$ cat config.mk
export PLATFORM = sky130hd
export DESIGN_NAME = mem_arbiter
export DESIGN_NICKNAME = d
export VERILOG_FILES = /design/src/rtl/mem_arbiter.sv
export SDC_FILE = /design/constraint.sdc
export NUM_CORES = 1
export LEC_CHECK = 0
export CAP_MARGIN = 20
export CORE_AREA = 2 2 117 119
export DETAILED_ROUTE_END_ITERATION = 6
export DIE_AREA = 0 0 119 121
export PLACE_DENSITY = 0.82
export SETUP_SLACK_MARGIN = 0.05
export SYNTH_ARGS = -nofsm -noshare
export SYNTH_HDL_FRONTEND = slang
export SYNTH_SLANG_ARGS = --single-unit
$ cat constraint.sdc
create_clock -name clk -period 6.2 [get_ports clk]
set_input_delay 0.93 -clock clk [delete_from_list [all_inputs] [get_ports clk]]
set_output_delay 0.93 -clock clk [all_outputs]
set_load 0.01 [all_outputs]
$ cat src/rtl/mem_arbiter.sv
// Two-port round-robin arbiter sharing one word-addressed memory between
// port A (CPU) and port B (loader/DMA); one access per SERVE cycle, registered ack.
module mem_arbiter #(
    parameter int unsigned AW    = 32,
    parameter int unsigned DW    = 32,
    parameter int unsigned DEPTH = 1024
) (
    input  logic          clk,
    input  logic          rst_n,

    input  logic          a_req,
    input  logic          a_we,
    input  logic [AW-1:0] a_addr,
    input  logic [DW-1:0] a_wdata,
    output logic          a_ack,
    output logic          a_err,
    output logic [DW-1:0] a_rdata,

    input  logic          b_req,
    input  logic          b_we,
    input  logic [AW-1:0] b_addr,
    input  logic [DW-1:0] b_wdata,
    output logic          b_ack,
    output logic          b_err,
    output logic [DW-1:0] b_rdata,

    output logic          mem_we,
    output logic [AW-1:0] mem_addr,
    output logic [DW-1:0] mem_wdata,
    input  logic [DW-1:0] mem_rdata
);

    typedef enum logic [1:0] {
        IDLE    = 2'd0,
        SERVE_A = 2'd1,
        SERVE_B = 2'd2
    } state_t;

    typedef enum logic {
        GRANT_A = 1'b0,
        GRANT_B = 1'b1
    } grant_t;

    // One extra bit so DEPTH == 2**AW still compares correctly.
    localparam logic [AW:0] DEPTH_X = (AW+1)'(DEPTH);

    state_t state, state_nxt;
    grant_t last_grant, last_grant_nxt;

    logic a_in_range, b_in_range;
    logic serve_a, serve_b;

    assign a_in_range = {1'b0, a_addr} < DEPTH_X;
    assign b_in_range = {1'b0, b_addr} < DEPTH_X;
    assign serve_a    = (state == SERVE_A);
    assign serve_b    = (state == SERVE_B);

    // State and round-robin pointer; reset leaves B as last grant so A wins the first tie.
    always_ff @(posedge clk or negedge rst_n) begin
        if (!rst_n) begin
            state      <= IDLE;
            last_grant <= GRANT_B;
        end else begin
            state      <= state_nxt;
            last_grant <= last_grant_nxt;
        end
    end

    // Arbitration and memory drive; memory port is quiet outside SERVE.
    always_comb begin
        state_nxt      = state;
        last_grant_nxt = last_grant;
        mem_we         = 1'b0;
        mem_addr       = '0;
        mem_wdata      = '0;

        case (state)
            IDLE: begin
                if (a_req && b_req) begin
                    state_nxt = (last_grant == GRANT_B) ? SERVE_A : SERVE_B;
                end else if (a_req) begin
                    state_nxt = SERVE_A;
                end else if (b_req) begin
                    state_nxt = SERVE_B;
                end
            end
            SERVE_A: begin
                mem_we         = a_we & a_in_range;
                mem_addr       = a_addr;
                mem_wdata      = a_wdata;
                last_grant_nxt = GRANT_A;
                state_nxt      = IDLE;
            end
            SERVE_B: begin
                mem_we         = b_we & b_in_range;
                mem_addr       = b_addr;
                mem_wdata      = b_wdata;
                last_grant_nxt = GRANT_B;
                state_nxt      = IDLE;
            end
            default: begin
                state_nxt = IDLE;
            end
        endcase
    end

    // Completion outputs: ack/err pulse for one cycle, rdata held until the next completion.
    always_ff @(posedge clk or negedge rst_n) begin
        if (!rst_n) begin
            a_ack   <= 1'b0;
            a_err   <= 1'b0;
            a_rdata <= '0;
            b_ack   <= 1'b0;
            b_err   <= 1'b0;
            b_rdata <= '0;
        end else begin
            a_ack <= serve_a;
            a_err <= serve_a & ~a_in_range;
            b_ack <= serve_b;
            b_err <= serve_b & ~b_in_range;
            if (serve_a) begin
                a_rdata <= (a_in_range && !a_we) ? mem_rdata : '0;
            end
            if (serve_b) begin
                b_rdata <= (b_in_range && !b_we) ? mem_rdata : '0;
            end
        end
    end

endmodule

==> results of run 1 <==
routing by layer:
metal | up-vias | GRT usage, %
met5 | - | 0
met4 | 0 | 13.5
met3 | 40 | 7.42
met2 | 207 | 37.1
met1 | 1874 | 25.0
li1 | 1780 | -
worst min path at each step:
stage / start / depth (start not counted) / to / slack (ps)
after floorplan: state[0] / 1 / a_ack / 540
after global placement: b_rdata[7] / 1 / b_rdata[7] / 490
after detailed placement: b_rdata[15] / 1 / b_rdata[15] / 500
after CTS: b_rdata[15] / 1 / b_rdata[15] / 510
after global routing: b_rdata[15] / 1 / b_rdata[15] / 520
final: b_rdata[6] / 1 / b_rdata[6] / 510
synth_stat cells (all sizes together):
master,instances
a22o,96
and2,4
buf,14
clkbuf,14
clkinv,1
dfrtp,70
dfstp,1
ha,3
inv,66
mux2,1
nand2,6
nand4,2
nor2,5
nor3,2
nor4,11
o21a,2
o21ai,2
o22ai,32
or4b,1
cells by family (layout without fill, tap and decap cells):
| family | after synthesis | in the layout | synth area share (%) |
|---|---|---|---|
| adder cells (fa/ha/maj) | 3 | 3 | 1.02 |
| flip-flops | 71 | 71 | 48.4 |
| buffers and inverters | 95 | 386 | 11.3 |
| multiplexers | 1 | 1 | 0.307 |
| AO/OA/AOI/OAI | 132 | 132 | 34.2 |
| AND/OR/NAND/NOR | 31 | 31 | 4.74 |
sequential cells by signal, indices dropped and copies added, names as in the netlist:
name        cells
b_err           1
a_rdata        32
a_err           1
state           2
last_grant      1
b_ack           1
b_rdata        32
a_ack           1
power by group:
group	switching (mW)	internal [mW]	total (mW)
Clock	0.190	0.266	0.456
Sequential	0.0104	0.487	0.498
Combinational	0.486	0.513	1.00
Total	0.687	1.27	1.95
worst max-delay path, delay by kind of cell:
family | cells | cell delay, ps
simple gates | 3 | 1330
buf+inv | 2 | 1030
compound gates | 1 | 150
per-stage QoR:
| step | utilization [%] | hold slack (ps) |
|---|---|---|
| floorplan | - | 535 |
| global placement | 51.5 | 492 |
| detailed placement | 51.7 | 496 |
| CTS | 53.7 | 512 |
| global route | 54.0 | 521 |
| finish | 54.0 | 507 |
final cells by class:
class	count	area share, %
Tap cell	176	3.12
Sequential cell	71	25.2
Clock inverter	6	0.549
Multi-Input combinational cell	167	21.1
Inverter	67	3.56
Timing Repair Buffer	304	43.3
Clock buffer	9	3.19
==> flow_metrics.py, run 1 <==
metrics = {
    "yosys": {
        "synthCells": 333,
        "yosysTopAreaCellShare_pct": 47.7,
        "synth_nets": 502,
        "syn_area_um2": 3670,
        "yosys_register_bits": 71,
        "ys_seq_area_share_pct": 48.4,
        "synth_top_area_cell": "dfrtp_1",
        "synth_area_per_cell_um2": 11.0,
        "synth_cell_types": 24,
        "ys_warn_count": 0,
        "synthTopCellsByArea": "dfrtp_1, a22o_1, o22ai_2",
    },
    "critical_path": {
        "startpoint_type": "input pin",
        "crit_fanout": 3,
        "critPathMostFrequentCell": "clkdlybuf4s50_1",
        "cp_cell_sequence": "clkdlybuf4s50_1 > nor4_1 > nand4_1 > nor3_1 > o21a_1 > clkdlybuf4s50_1",
        "worstSetupEndpointType": "output pin",
        "crit_type": "in2out",
        "cp_slowest_cell": "nor4_1",
        "cp.arrival_ps": 3440,
        "max_stage_delay_ps": 740,
        "startpoint": "a_addr[16]",
        "crit_required_ps": 5270,
        "r2r_slack_ps": 3500,
        "crit_end": "mem_we",
        "r2r_end": "a_rdata[0]",
        "reg2reg_from": "state[1]",
        "r2r_cells": 5,
    },
    "global_routing": {
        "grt_pass1_wl_um": 24100,
        "grt_antenna_before_repair": 0,
        "grt_start_max_net_pins": 72,
        "grt_usage_pct": 22.4,
        "first_global_vias": 4053,
        "overflow": 0,
    },
    "finish": {
        "layout_common_cells": "clkdlybuf4s50_1, a22o_1, dfrtp_1, inv_1, o22ai_2",
        "syn2layout_area_growth_pct": 92.4,
        "fin_cells": 800,
        "seqCellArea_um2": 1780,
        "finalNetCount": 789,
        "postLayoutCellArea_um2": 7060,
        "multi_input_area_um2": 1490,
        "fillers": 1122,
        "antennaDiodeCount": 0,
        "final_common_cell": "clkdlybuf4s50_1",
        "layout-drive-gt1-share_pct": 9.46,
    },
    "route": {
        "top_layer": "met4",
        "antenna_left": 0,
        "drt-vias-per-instance": 4.88,
        "totalWireLength_um": 16300,
        "drt-met1-wl_um": 6170,
        "dr_wl_met2_um": 7790,
        "drt_iter0_drc": 223,
        "dr_wl_met3_um": 1470,
        "drc": 0,
        "wl_per_cell_um": 20.4,
        "route.vias.total": 3901,
        "dr.pass1.iters": 4,
    },
    "placed_design": {
        "dp_hpwl_um": 13400,
        "pre_cts_slack_ps": 1830,
        "port_buffers": 298,
        "dp_cells": 783,
        "gp_congestion": 0.872,
        "placed_area_um2": 6760,
    },
    "clock_network": {
        "clock_path_buffers": 2,
        "clock_latency_ps": 330,
        "ctsResizeCount": 0,
        "root_buffer": "clkbuf_16",
        "htreeDepth": 3,
        "cts_tree": "yes",
        "clk_pin_slew_ps": 60,
        "cts_setup_buffers": 0,
        "clock-sinks": 71,
        "hold_buffers": 0,
        "numCtsBuffers": 9,
    },
    "floorplan": {
        "initial_core_util_pct": 28.1,
        "pin_count": 299,
        "die_h_um": 121,
        "rows": 42,
        "die-area_um2": 14400,
        "die_w_um": 119,
        "fp.coreArea_um2": 13100,
    },
    "timing": {
        "setup_viol_count_final": 0,
        "worst_slack_ps": 1830,
        "rsz0062_at_grt": "no",
        "post-route-min-period_ps": 4370,
        "fin_crit_sh_pct": 70.4,
        "slew_violations": 0,
        "max-slew-margin-rel_pct": 28.4,
        "worst_slew_pin_slew_ps": 1070,
        "max_freq_ghz": 0.229,
        "setup_tns_ps": 0,
        "clock_skew_ps": 5.38,
        "hold_violations": 0,
    },
    "power_and_ir_drop": {
        "power_density_nw_per_um2": 277,
        "p_leak_nw": 2.97,
        "ir_drop_mv": 0.149,
        "finalPower_mw": 1.95,
    },
    "run": {
        "cap_viol_max_count": 0,
    },
    "min_path": {
        "holdCritPathClass": "reg2reg",
    },
    "run_status": {
        "status": "finished clean",
    },
}
Note: power is estimated with default switching activity, not from simulation.
==> inputs of run 2 (changes only) <==
Settings changed: CORE_AREA 2 2 117 119 to 2 2 115 117, DIE_AREA 0 0 119 121 to 0 0 117 119, PLACE_DENSITY 0.82 to 0.84.
Clock period 6.2 ns to 4.5 ns, I/O delays scaled along.
==> run 2 against run 1 <==
  * Worst setup slack worse by 960 ps
  * Clock skew is 1.5 ps lower
  * Register-to-register slack worse by 1700 ps
  * Sequential power is 38% higher
  * Cell count is 0.25% higher
  * Global-route usage is 1.1 points lower
  * First-iteration DRC count is 0.45% lower
  * Clock-buffer cell count is 2 higher
  * Die area is 3.3% lower
  * Combinational power is 33% higher
  * Wire length is 6.8% lower
==> flow_metrics.py, run 2 (same netlist as run 1, synthesis figures left out) <==
metrics = {
    "run_status": {
        "status": "finished clean",
    },
    "global_routing": {
        "grt_usage_pct": 21.2,
        "grt_start_max_net_pins": 57,
        "overflow": 0,
        "grt_pass1_wl_um": 22400,
        "grt_antenna_before_repair": 0,
        "first_global_vias": 3955,
    },
    "critical_path": {
        "crit_fanout": 56,
        "cp.arrival_ps": 2950,
        "startpoint": "state[0]",
        "crit_type": "reg2out",
        "reg2reg_from": "state[1]",
        "r2r_slack_ps": 1810,
        "cp_slowest_cell": "and2_2",
        "max_stage_delay_ps": 820,
        "worstSetupEndpointType": "output pin",
        "startpoint_type": "flop",
        "crit_required_ps": 3830,
        "cp_cell_sequence": "inv_1 > ha_1 > and2_2 > buf_4 > a22o_1 > clkdlybuf4s50_1",
    },
    "floorplan": {
        "rows": 42,
        "initial_core_util_pct": 28.5,
        "fp.coreArea_um2": 12900,
        "die-area_um2": 13900,
        "die_h_um": 119,
        "die_w_um": 117,
        "pin_count": 299,
    },
    "finish": {
        "layout_common_cells": "clkdlybuf4s50_1, a22o_1, dfrtp_1, inv_1, o22ai_2",
        "final_common_cell": "clkdlybuf4s50_1",
        "finalNetCount": 790,
        "layout-drive-gt1-share_pct": 9.74,
        "antennaDiodeCount": 0,
        "layout_top_registers": "a_rdata x32, b_rdata x32, state x2",
        "syn2layout_area_growth_pct": 92.8,
    },
    "timing": {
        "slew_violations": 0,
        "clock_skew_ps": 3.92,
        "max_freq_ghz": 0.276,
        "setup_viol_count_final": 0,
        "post-route-min-period_ps": 3630,
        "worst_slew_pin_slew_ps": 1090,
        "setup_tns_ps": 0,
        "hold_violations": 0,
        "fin_crit_sh_pct": 80.6,
        "max-slew-margin-rel_pct": 27.2,
        "rsz0062_at_grt": "no",
    },
    "route": {
        "drt-vias-per-instance": 4.86,
        "drt_iter0_drc": 222,
        "dr.pass1.iters": 4,
        "drc": 0,
        "wl_per_cell_um": 18.9,
        "route.vias.total": 3901,
        "totalWireLength_um": 15200,
        "antenna_left": 0,
    },
    "clock_network": {
        "cts_tree": "yes",
        "cts_setup_buffers": 0,
        "clock-sinks": 71,
        "htreeDepth": 3,
        "hold_buffers": 0,
        "ctsResizeCount": 0,
        "clock_latency_ps": 330,
        "numCtsBuffers": 9,
        "clk_pin_slew_ps": 60,
        "clock_path_buffers": 2,
        "root_buffer": "clkbuf_16",
    },
    "run": {
        "cap_viol_max_count": 0,
    },
    "placed_design": {
        "gp_congestion": 0.853,
        "port_buffers": 298,
        "dp_hpwl_um": 12200,
    },
    "power_and_ir_drop": {
        "internal-power_mw": 1.81,
        "p_seq_share_pct": 25.2,
        "swShare_pct": 33.5,
        "power_density_nw_per_um2": 385,
        "p_leak_nw": 2.98,
        "finalPower_mw": 2.73,
        "combPwrFrac_pct": 48.6,
        "p_sw_mw": 0.915,
        "ir_drop_mv": 0.193,
        "pwr-share-clk_pct": 26.2,
    },
    "min_path": {
        "holdCritPathClass": "in2async",
    },
}
[run 2: cell types whose count changed in the layout (fill, tap and decap cells not counted)]
cell / before / now
buf_12: 3 / 0
bufinv_16: 0 / 1
clkinvlp_4: 2 / 1
buf_4: 3 / 7
clkinv_2: 3 / 2
clkbuf_8: 0 / 2
[run 2: worst paths after layout]
path	end	cells past startpoint
min	a_rdata[9]	1
max reg2reg	a_rdata[16]	5
max	mem_wdata[28]	6
min in group clk	b_rdata[14]	1
max in group asynchronous	last_grant	2
min reg2reg	b_rdata[14]	1
[run 2: layout make-up]
cell class              count  area, um2
fillers                  1077       5800
repair buffers            305       3030
flip-flops and latches     71       1780
multi-input cells         167       1490
clock buffers              11        253
inverters                  67        251
well taps                 176        220
clock inverters             5       56.3
[run 2: worst max-delay path, delay by kind of cell, from the launching register on]
kind,cells,cell delay (ps)
AOI/OAI and AO/OA,1,130
and+or+nand+nor,1,820
buffers and inverters,3,960
DFF,1,370
adders and majority gates,1,340
[run 2: power groups by stage]
| stage | sequential, mW | combinational, mW | clock [mW] |
|---|---|---|---|
| finish | 0.687 | 1.33 | 0.716 |
| CTS | 0.687 | 1.33 | 0.733 |
| global route | 0.689 | 1.39 | 0.761 |
| floorplan | 0.703 | 0.556 | 0 |
| detailed placement | 0.698 | 1.33 | 0 |
| global placement | 0.697 | 1.30 | 0 |
[run 2: layer usage]
| layer | track usage [%] | wire [um] | up-vias | share of wire (%) |
|---|---|---|---|---|
| li1 | - | - | 1794 | - |
| met1 | 25.2 | 5720 | 1864 | 38 |
| met2 | 36.3 | 7650 | 217 | 50 |
| met3 | 5.34 | 1280 | 26 | 8.4 |
| met4 | 8.46 | 527 | 0 | 3.5 |
| met5 | 0 | 0 | - | 0 |
[run 2: stage by stage]
| step | std cells | util (%) | setup WS, ps | cell area, um2 | hold slack, ps |
|---|---|---|---|---|---|
| 2_1_floorplan | 333 | - | 2070 | 3670 | 379 |
| 3_3_place_gp | 786 | 52.6 | 890 | 6770 | 492 |
| 3_5_place_dp | 786 | 52.6 | 953 | 6770 | 497 |
| 4_1_cts | 802 | 55.0 | 866 | 7080 | 385 |
| 5_1_grt | 802 | 55.0 | 733 | 7080 | 417 |
| 6_report | 802 | 55.0 | 874 | 7080 | 372 |
